==> src/rtl/des3_cbc_ctrl_pkg.sv <==
// Shared definitions for the 3DES CBC/ECB block sequencer.
// Latency: none (types and constants only).
// Backpressure: not applicable.
package des3_pkg;

    // Cipher block width in bits.
    localparam int DES3_BLK_W = 64;

    // Default number of WAIT cycles before an unanswered core start is abandoned.
    localparam int DES3_DEFAULT_TIMEOUT = 1024;

    typedef logic [DES3_BLK_W-1:0] blk_t;

    typedef enum logic [1:0] {
        IDLE  = 2'd0,
        ISSUE = 2'd1,
        WAIT  = 2'd2,
        OUT   = 2'd3
    } state_t;

endpackage

==> src/rtl/des3_cbc_ctrl_if.sv <==
// Block streams around the 3DES sequencer: plaintext in, ciphertext out, core start/done.
// Latency: none (wiring only).
// Backpressure: in_ready / out_ready carry the valid-ready stalls; the core side has none.
interface des3_cbc_ctrl_if;
    import des3_pkg::*;

    logic in_valid;
    logic in_ready;
    blk_t in_data;
    logic in_last;

    logic out_valid;
    logic out_ready;
    blk_t out_data;
    logic out_last;

    logic core_select;
    blk_t core_data;
    blk_t core_out;
    logic core_done;

    // Controller side.
    modport master (
        input  in_valid, in_data, in_last,
        output in_ready,
        output out_valid, out_data, out_last,
        input  out_ready,
        output core_select, core_data,
        input  core_out, core_done
    );

    // Host buffer, sink and encrypt core side.
    modport slave (
        output in_valid, in_data, in_last,
        input  in_ready,
        input  out_valid, out_data, out_last,
        output out_ready,
        input  core_select, core_data,
        output core_out, core_done
    );

endinterface

==> src/rtl/des3_cbc_ctrl.sv <==
// Streams blocks one at a time through a start/done 3DES core with CBC or ECB chaining.
// Latency: core latency + 3 cycles per block with out_ready high; one block in flight.
// Backpressure: in_ready low outside IDLE; out_valid held until out_ready. Optional macro DES3_CBC_TIMEOUT_EN.
module des3_cbc_ctrl
    import des3_pkg::*;
#(
    parameter int TIMEOUT_CYCLES = DES3_DEFAULT_TIMEOUT,
    parameter int CNT_W          = 16
) (
    input  logic              clock,
    input  logic              rst,
    input  logic              cbc_en,
    input  blk_t              cfg_iv,
    input  logic              cfg_load_iv,
    des3_cbc_ctrl_if.master   bus,
    output logic [CNT_W-1:0]  blk_cnt,
    output logic              busy,
    output logic              err
);

    state_t state;
    blk_t   chain_reg;
    logic   last_q;
    logic   mode_q;

    logic   accept;
    blk_t   chain_src;

`ifdef DES3_CBC_TIMEOUT_EN
    localparam int WAIT_W = $clog2(TIMEOUT_CYCLES + 1);
    logic [WAIT_W-1:0] wait_cnt;
`else
    assign err = 1'b0;
`endif

    // A load coinciding with the handshake must already chain this block.
    assign accept    = (state == IDLE) && bus.in_ready && bus.in_valid;
    assign chain_src = cfg_load_iv ? cfg_iv : chain_reg;

    // Sequencer: all outputs are registered and change with the state.
    always_ff @(posedge clock or posedge rst) begin
        if (rst) begin
            state           <= IDLE;
            chain_reg       <= '0;
            last_q          <= 1'b0;
            mode_q          <= 1'b0;
            bus.in_ready    <= 1'b0;
            bus.out_valid   <= 1'b0;
            bus.out_data    <= '0;
            bus.out_last    <= 1'b0;
            bus.core_select <= 1'b0;
            bus.core_data   <= '0;
            blk_cnt         <= '0;
            busy            <= 1'b0;
`ifdef DES3_CBC_TIMEOUT_EN
            err             <= 1'b0;
            wait_cnt        <= '0;
`endif
        end else begin
            bus.core_select <= 1'b0;
            case (state)
                IDLE: begin
                    if (cfg_load_iv) begin
                        chain_reg <= cfg_iv;
`ifdef DES3_CBC_TIMEOUT_EN
                        err       <= 1'b0;
`endif
                    end
                    if (accept) begin
                        bus.core_data   <= cbc_en ? (bus.in_data ^ chain_src) : bus.in_data;
                        last_q          <= bus.in_last;
                        mode_q          <= cbc_en;
                        bus.core_select <= 1'b1;
                        bus.in_ready    <= 1'b0;
                        busy            <= 1'b1;
                        state           <= ISSUE;
                    end else begin
                        // Also raises in_ready on the first cycle out of reset.
                        bus.in_ready <= 1'b1;
                    end
                end

                ISSUE, WAIT: begin
                    // An early done (already in ISSUE) is taken exactly like one in WAIT.
                    if (bus.core_done) begin
                        bus.out_data  <= bus.core_out;
                        bus.out_valid <= 1'b1;
                        bus.out_last  <= last_q;
                        if (mode_q) begin
                            chain_reg <= bus.core_out;
                        end
                        state <= OUT;
                    end else if (state == ISSUE) begin
                        state <= WAIT;
`ifdef DES3_CBC_TIMEOUT_EN
                        wait_cnt <= '0;
`endif
                    end
`ifdef DES3_CBC_TIMEOUT_EN
                    else if (wait_cnt == WAIT_W'(TIMEOUT_CYCLES - 1)) begin
                        // Core never answered: drop the block and restart the message.
                        err          <= 1'b1;
                        chain_reg    <= cfg_iv;
                        blk_cnt      <= '0;
                        busy         <= 1'b0;
                        bus.in_ready <= 1'b1;
                        state        <= IDLE;
                    end else begin
                        wait_cnt <= wait_cnt + 1'b1;
                    end
`endif
                end

                OUT: begin
                    if (bus.out_ready) begin
                        bus.out_valid <= 1'b0;
                        bus.out_last  <= 1'b0;
                        if (last_q) begin
                            blk_cnt   <= '0;
                            chain_reg <= cfg_iv;
                        end else begin
                            blk_cnt <= blk_cnt + 1'b1;
                        end
                        busy         <= 1'b0;
                        bus.in_ready <= 1'b1;
                        state        <= IDLE;
                    end
                end

                default: state <= IDLE;
            endcase
        end
    end

endmodule
==> src/flat_wrapper.sv <==
// flat-port wrapper written by rule: the top's interface ports become plain ports
module des3_cbc_ctrl_flat import des3_pkg::*;
#(
    parameter int TIMEOUT_CYCLES = DES3_DEFAULT_TIMEOUT,
    parameter int CNT_W          = 16
)
  (clock, rst, cbc_en, cfg_iv, cfg_load_iv, blk_cnt, busy, err, bus_in_valid, bus_in_data, bus_in_last, bus_in_ready, bus_out_valid, bus_out_data, bus_out_last, bus_out_ready, bus_core_select, bus_core_data, bus_core_out, bus_core_done);
  des3_cbc_ctrl_if bus_i ();
  input  logic clock;
  input  logic rst;
  input  logic cbc_en;
  input  blk_t cfg_iv;
  input  logic cfg_load_iv;
  output logic [CNT_W-1:0] blk_cnt;
  output logic busy;
  output logic err;
  input wire logic [$bits(bus_i.in_valid)-1:0] bus_in_valid;
  input wire logic [$bits(bus_i.in_data)-1:0] bus_in_data;
  input wire logic [$bits(bus_i.in_last)-1:0] bus_in_last;
  output wire logic [$bits(bus_i.in_ready)-1:0] bus_in_ready;
  output wire logic [$bits(bus_i.out_valid)-1:0] bus_out_valid;
  output wire logic [$bits(bus_i.out_data)-1:0] bus_out_data;
  output wire logic [$bits(bus_i.out_last)-1:0] bus_out_last;
  input wire logic [$bits(bus_i.out_ready)-1:0] bus_out_ready;
  output wire logic [$bits(bus_i.core_select)-1:0] bus_core_select;
  output wire logic [$bits(bus_i.core_data)-1:0] bus_core_data;
  input wire logic [$bits(bus_i.core_out)-1:0] bus_core_out;
  input wire logic [$bits(bus_i.core_done)-1:0] bus_core_done;
  assign bus_i.in_valid = bus_in_valid;
  assign bus_i.in_data = bus_in_data;
  assign bus_i.in_last = bus_in_last;
  assign bus_in_ready = bus_i.in_ready;
  assign bus_out_valid = bus_i.out_valid;
  assign bus_out_data = bus_i.out_data;
  assign bus_out_last = bus_i.out_last;
  assign bus_i.out_ready = bus_out_ready;
  assign bus_core_select = bus_i.core_select;
  assign bus_core_data = bus_i.core_data;
  assign bus_i.core_out = bus_core_out;
  assign bus_i.core_done = bus_core_done;
  des3_cbc_ctrl #(.TIMEOUT_CYCLES(TIMEOUT_CYCLES), .CNT_W(CNT_W)) u_core (.clock(clock), .rst(rst), .cbc_en(cbc_en), .cfg_iv(cfg_iv), .cfg_load_iv(cfg_load_iv), .bus(bus_i), .blk_cnt(blk_cnt), .busy(busy), .err(err));
endmodule
==> config.mk <==
export PLATFORM = sky130hd
export DESIGN_NAME = des3_cbc_ctrl_flat
export DESIGN_NICKNAME = d
export VERILOG_FILES = /design/src/rtl/des3_cbc_ctrl_pkg.sv /design/src/rtl/des3_cbc_ctrl_if.sv /design/src/rtl/des3_cbc_ctrl.sv /design/src/flat_wrapper.sv
export SDC_FILE = /design/constraint.sdc
export NUM_CORES = 1
export LEC_CHECK = 0
export CELL_PAD_IN_SITES_DETAIL_PLACEMENT = 0
export CELL_PAD_IN_SITES_GLOBAL_PLACEMENT = 1
export CORE_MARGIN = 1.5
export CORE_UTILIZATION = 35
export CTS_BUF_LIST = sky130_fd_sc_hd__clkbuf_4 sky130_fd_sc_hd__clkbuf_8 sky130_fd_sc_hd__clkbuf_16
export DETAILED_ROUTE_END_ITERATION = 6
export PLACE_DENSITY_LB_ADDON = 0.1
export SETUP_SLACK_MARGIN = 0.02
export SKIP_CTS_REPAIR_TIMING = 1
export SLEW_MARGIN = 10
export SYNTH_ARGS = -nofsm -noshare
export SYNTH_HDL_FRONTEND = slang
export SYNTH_SLANG_ARGS = --single-unit
==> constraint.sdc <==
create_clock -name clock -period 10.7 [get_ports clock]
set_clock_uncertainty 0.2 [all_clocks]
set_input_delay 3.21 -clock clock [delete_from_list [all_inputs] [get_ports clock]]
set_output_delay 3.21 -clock clock [all_outputs]
set_load 0.1 [all_outputs]
==> results.md <==
STA
* 5.61 ns — final critical-path required period
* 1.07 ns — Worst-Margin Slew
* 178 MHz — achievable clock frequency
* 0 — total count of hold-check failures in the final report
* 0 — Final Setup Violations
* 52.4% — ratio of final minimum period to clock period
* 0 ns — Setup TNS
* 28.5% — Max transition margin
* no — unrepaired setup endpoints after global routing
* 0.271 ns — final hold slack
* 0 — max-slew violations

Floorplan
* 178 um — horizontal die dimension
* 178 um — die height
* 31900 sq um — die area
* 64 — Placement Rows
* 30400 sq um — core area
* 35.4% — starting utilization of the core area
* 350 — number of top-level pins

Clock tree
* 217 — number of clock sinks
* 3 — buffers from clock root to sink, at most
* 0.06 ns — Worst-path clk slew
* 0.52 ns — Clk Latency, worst-skew pair
* 27 — number of buffers added by the clock tree synthesis step
* 1 — number of H-tree levels
* yes — clock tree from TritonCTS
* sky130_fd_sc_hd__clkbuf_16 — root buf cell

Min path
* 2 — cell depth of the worst min-delay path
* u_core.chain_reg[37]$_DFFE_PP0P_ — hold-critical path endpoint
* flop to flop — worst min path class
* u_core.chain_reg[37]$_DFFE_PP0P_ — hold path startpoint

Critical path
* clkdlybuf4s50_1 — list of cells traversed by the critical path
* buffers and inverters — delay-heaviest family, CP
* 6 — number of cells traversed by the worst register-to-register path
* output pin — sort of element at the end of the critical path
* flop to output pin — critical path class
* flop — startpoint kind of the worst setup timing path
* 1 — Buf/Inv on CP
* 1.18 ns — worst stage delay on the critical path
* u_core.state[0]$_DFFE_PP0P_ — Crit Reg-Reg Startpoint
* 6 — CP max FO
* 7.42 ns — setup slack on the worst flop-to-flop path
* 7.29 ns — data required time at the worst endpoint
* 2.20 ns — data arrival at the endpoint of the critical path
* u_core.state[1]$_DFFE_PP0P_ — Reg2Reg Capture Point
* sky130_fd_sc_hd__clkdlybuf4s50_1 — cell at the slowest stage of the critical path

Status
* complete, no violations — run status

Cells and area
* 43.3% — relative area change from synthesis to final layout
* sky130_fd_sc_hd__clkdlybuf4s50_1, sky130_fd_sc_hd__dfrtp_1, sky130_fd_sc_hd__nand2_1 — highest-count cells in the layout ignoring fill and taps
* 1819 — post-layout instance count excluding filler cells
* 1605 — Net count, final
* sky130_fd_sc_hd__clkdlybuf4s50_1 — most common library cell in the layout ignoring fill and taps
* 13.9% — share of cells above drive strength 1
* 2961 — fillcell total

Placement
* 0.752 — final estimated routing congestion in global placement
* 1767 — number of placed instances with taps included
* 348 — number of port buffers
* 20800 um — estimated wirelength of the detail-placed design

Drt
* 17.9 um — wire length per cell after detailed routing
* 32600 um — WL final
* 0 — residual antenna-violating net count after detailed routing
* 0 — total DRC errors in the routed layout
* 4 — DRT Pass-1 Iters
* 4.92 — via/cell ratio
* 8952 — count of vias placed by the detailed router
* 355 — violation count after the first detailed-route iteration

GRT
* 8932 — vias in the first global route
* 1 — number of antenna violations at the first check in global routing
* 20.2% — all-layer global routing usage
* 129 — largest net degree at the start of global routing
* 50300 um — global-route wire length before repair
* 0 — overflow left after global routing

Yosys
* 50.4% — post-synthesis sequential area ratio
* 0 — count of flip-flops with a built-in enable after synthesis
* 1100 — number of instances in the synthesized netlist
* 10800 sq um — total standard cell area after synthesis
* 100% — async set-reset flop share out of synthesis
* 34 — count of distinct cell types in the synthesized netlist
* 1304 — synthesized net count
* 9.80 sq um — synthesized area divided by synthesized cell count
* sky130_fd_sc_hd__dfrtp_1 — top_reg_cell synth
* 0 — synth warn
* 217 — number of flip-flops and latches in the synthesized netlist

Run
* 0 — Max-Cap Viols

## tightest hold or removal path, cell delays in order, from the launching register on
cell and delay [ns]:
sky130_fd_sc_hd__dfrtp_1 0.33, sky130_fd_sc_hd__nand2_1 0.04, sky130_fd_sc_hd__o21ai_0 0.06
## through the flow
| stage | cell area [sq um] | setup slack (ns) | utilization [%] |
|---|---|---|---|
| 2_1_floorplan | 10800 | 1.35 | - |
| 3_3_place_gp | 14500 | 4.96 | 47.7 |
| 3_5_place_dp | 14500 | 4.95 | 47.7 |
| 4_1_cts | 15400 | 5.06 | 50.7 |
| 5_1_grt | 15400 | 5.02 | 50.8 |
| 6_report | 15400 | 5.09 | 50.8 |
## worst max path at each step
stage               cells after the start                             from                            end  slack (ns)
floorplan                               1                              rst  u_core.blk_cnt[0]$_DFFE_PP0P_        1.35
global placement                        5                     bus_in_valid    u_core.state[1]$_DFFE_PP0P_        4.96
detailed placement                      5                     bus_in_valid    u_core.state[1]$_DFFE_PP0P_        4.95
CTS                                     1  u_core.bus.in_ready$_DFFE_PP0P_                   bus_in_ready        5.06
global route                            1    u_core.blk_cnt[1]$_DFFE_PP0P_                     blk_cnt[1]        5.02
finish                                  1    u_core.blk_cnt[1]$_DFFE_PP0P_                     blk_cnt[1]        5.09
## Yosys cell counts (2+ instances only)
cell                       count  share of area, %
sky130_fd_sc_hd__a21oi_1      71               3.3
sky130_fd_sc_hd__clkbuf_1     56               2.0
sky130_fd_sc_hd__nand3_1       6              0.28
sky130_fd_sc_hd__buf_4         2              0.14
sky130_fd_sc_hd__ha_1          4              0.46
sky130_fd_sc_hd__dfrtp_1     217                50
sky130_fd_sc_hd__nand4_1       3              0.17
sky130_fd_sc_hd__mux2_2      132                14
sky130_fd_sc_hd__or3_1         4              0.23
sky130_fd_sc_hd__o21ai_0     140               6.5
sky130_fd_sc_hd__nand2_1     204               7.1
sky130_fd_sc_hd__and3_1        3              0.17
sky130_fd_sc_hd__a22oi_1      64               4.5
sky130_fd_sc_hd__xor2_1       70               5.7
sky130_fd_sc_hd__nor2_1       73               2.5
sky130_fd_sc_hd__buf_1         5              0.17
sky130_fd_sc_hd__inv_1         5              0.17
sky130_fd_sc_hd__nand2b_1      3              0.17
sky130_fd_sc_hd__and4_1        2              0.16
sky130_fd_sc_hd__a22o_1        3              0.24
sky130_fd_sc_hd__buf_2        19              0.88
sky130_fd_sc_hd__nor2b_1       2              0.12
## routing by layer
metal	global-route usage, %	vias to the layer above	part of all wire, %
met5	0	-	0
met4	4.79	0	1.7
met3	5.33	37	7.3
met2	33.2	240	47
met1	26.4	4271	44
li1	-	4404	-
## logic make-up (layout without fill, tap and decap cells)
group	Yosys count	after routing	share of synthesized area (%)
compound gates	281	281	14.7
xor+xnor	71	71	5.77
fa+ha+maj	4	4	0.464
buf+inv	87	408	3.32
flops	217	217	50.4
mux	133	133	13.9
other cells	1	3	0.0348
simple gates	306	306	11.4
## layout make-up
type | count | area [sq um] | area share (%)
Antenna cell | 2 | 5.00 | 0.0324
Clock buffer | 43 | 877 | 5.68
Clock inverter | 6 | 30.0 | 0.194
Inverter | 5 | 26.3 | 0.170
Multi-Input combinational cell | 796 | 5040 | 32.6
Sequential cell | 217 | 5430 | 35.2
Tap cell | 396 | 495 | 3.21
Timing Repair Buffer | 354 | 3540 | 22.9
Power is left out: the tool's default activity adds up to more than one toggle a clock period on the data nets, which glitch-free logic cannot reach.
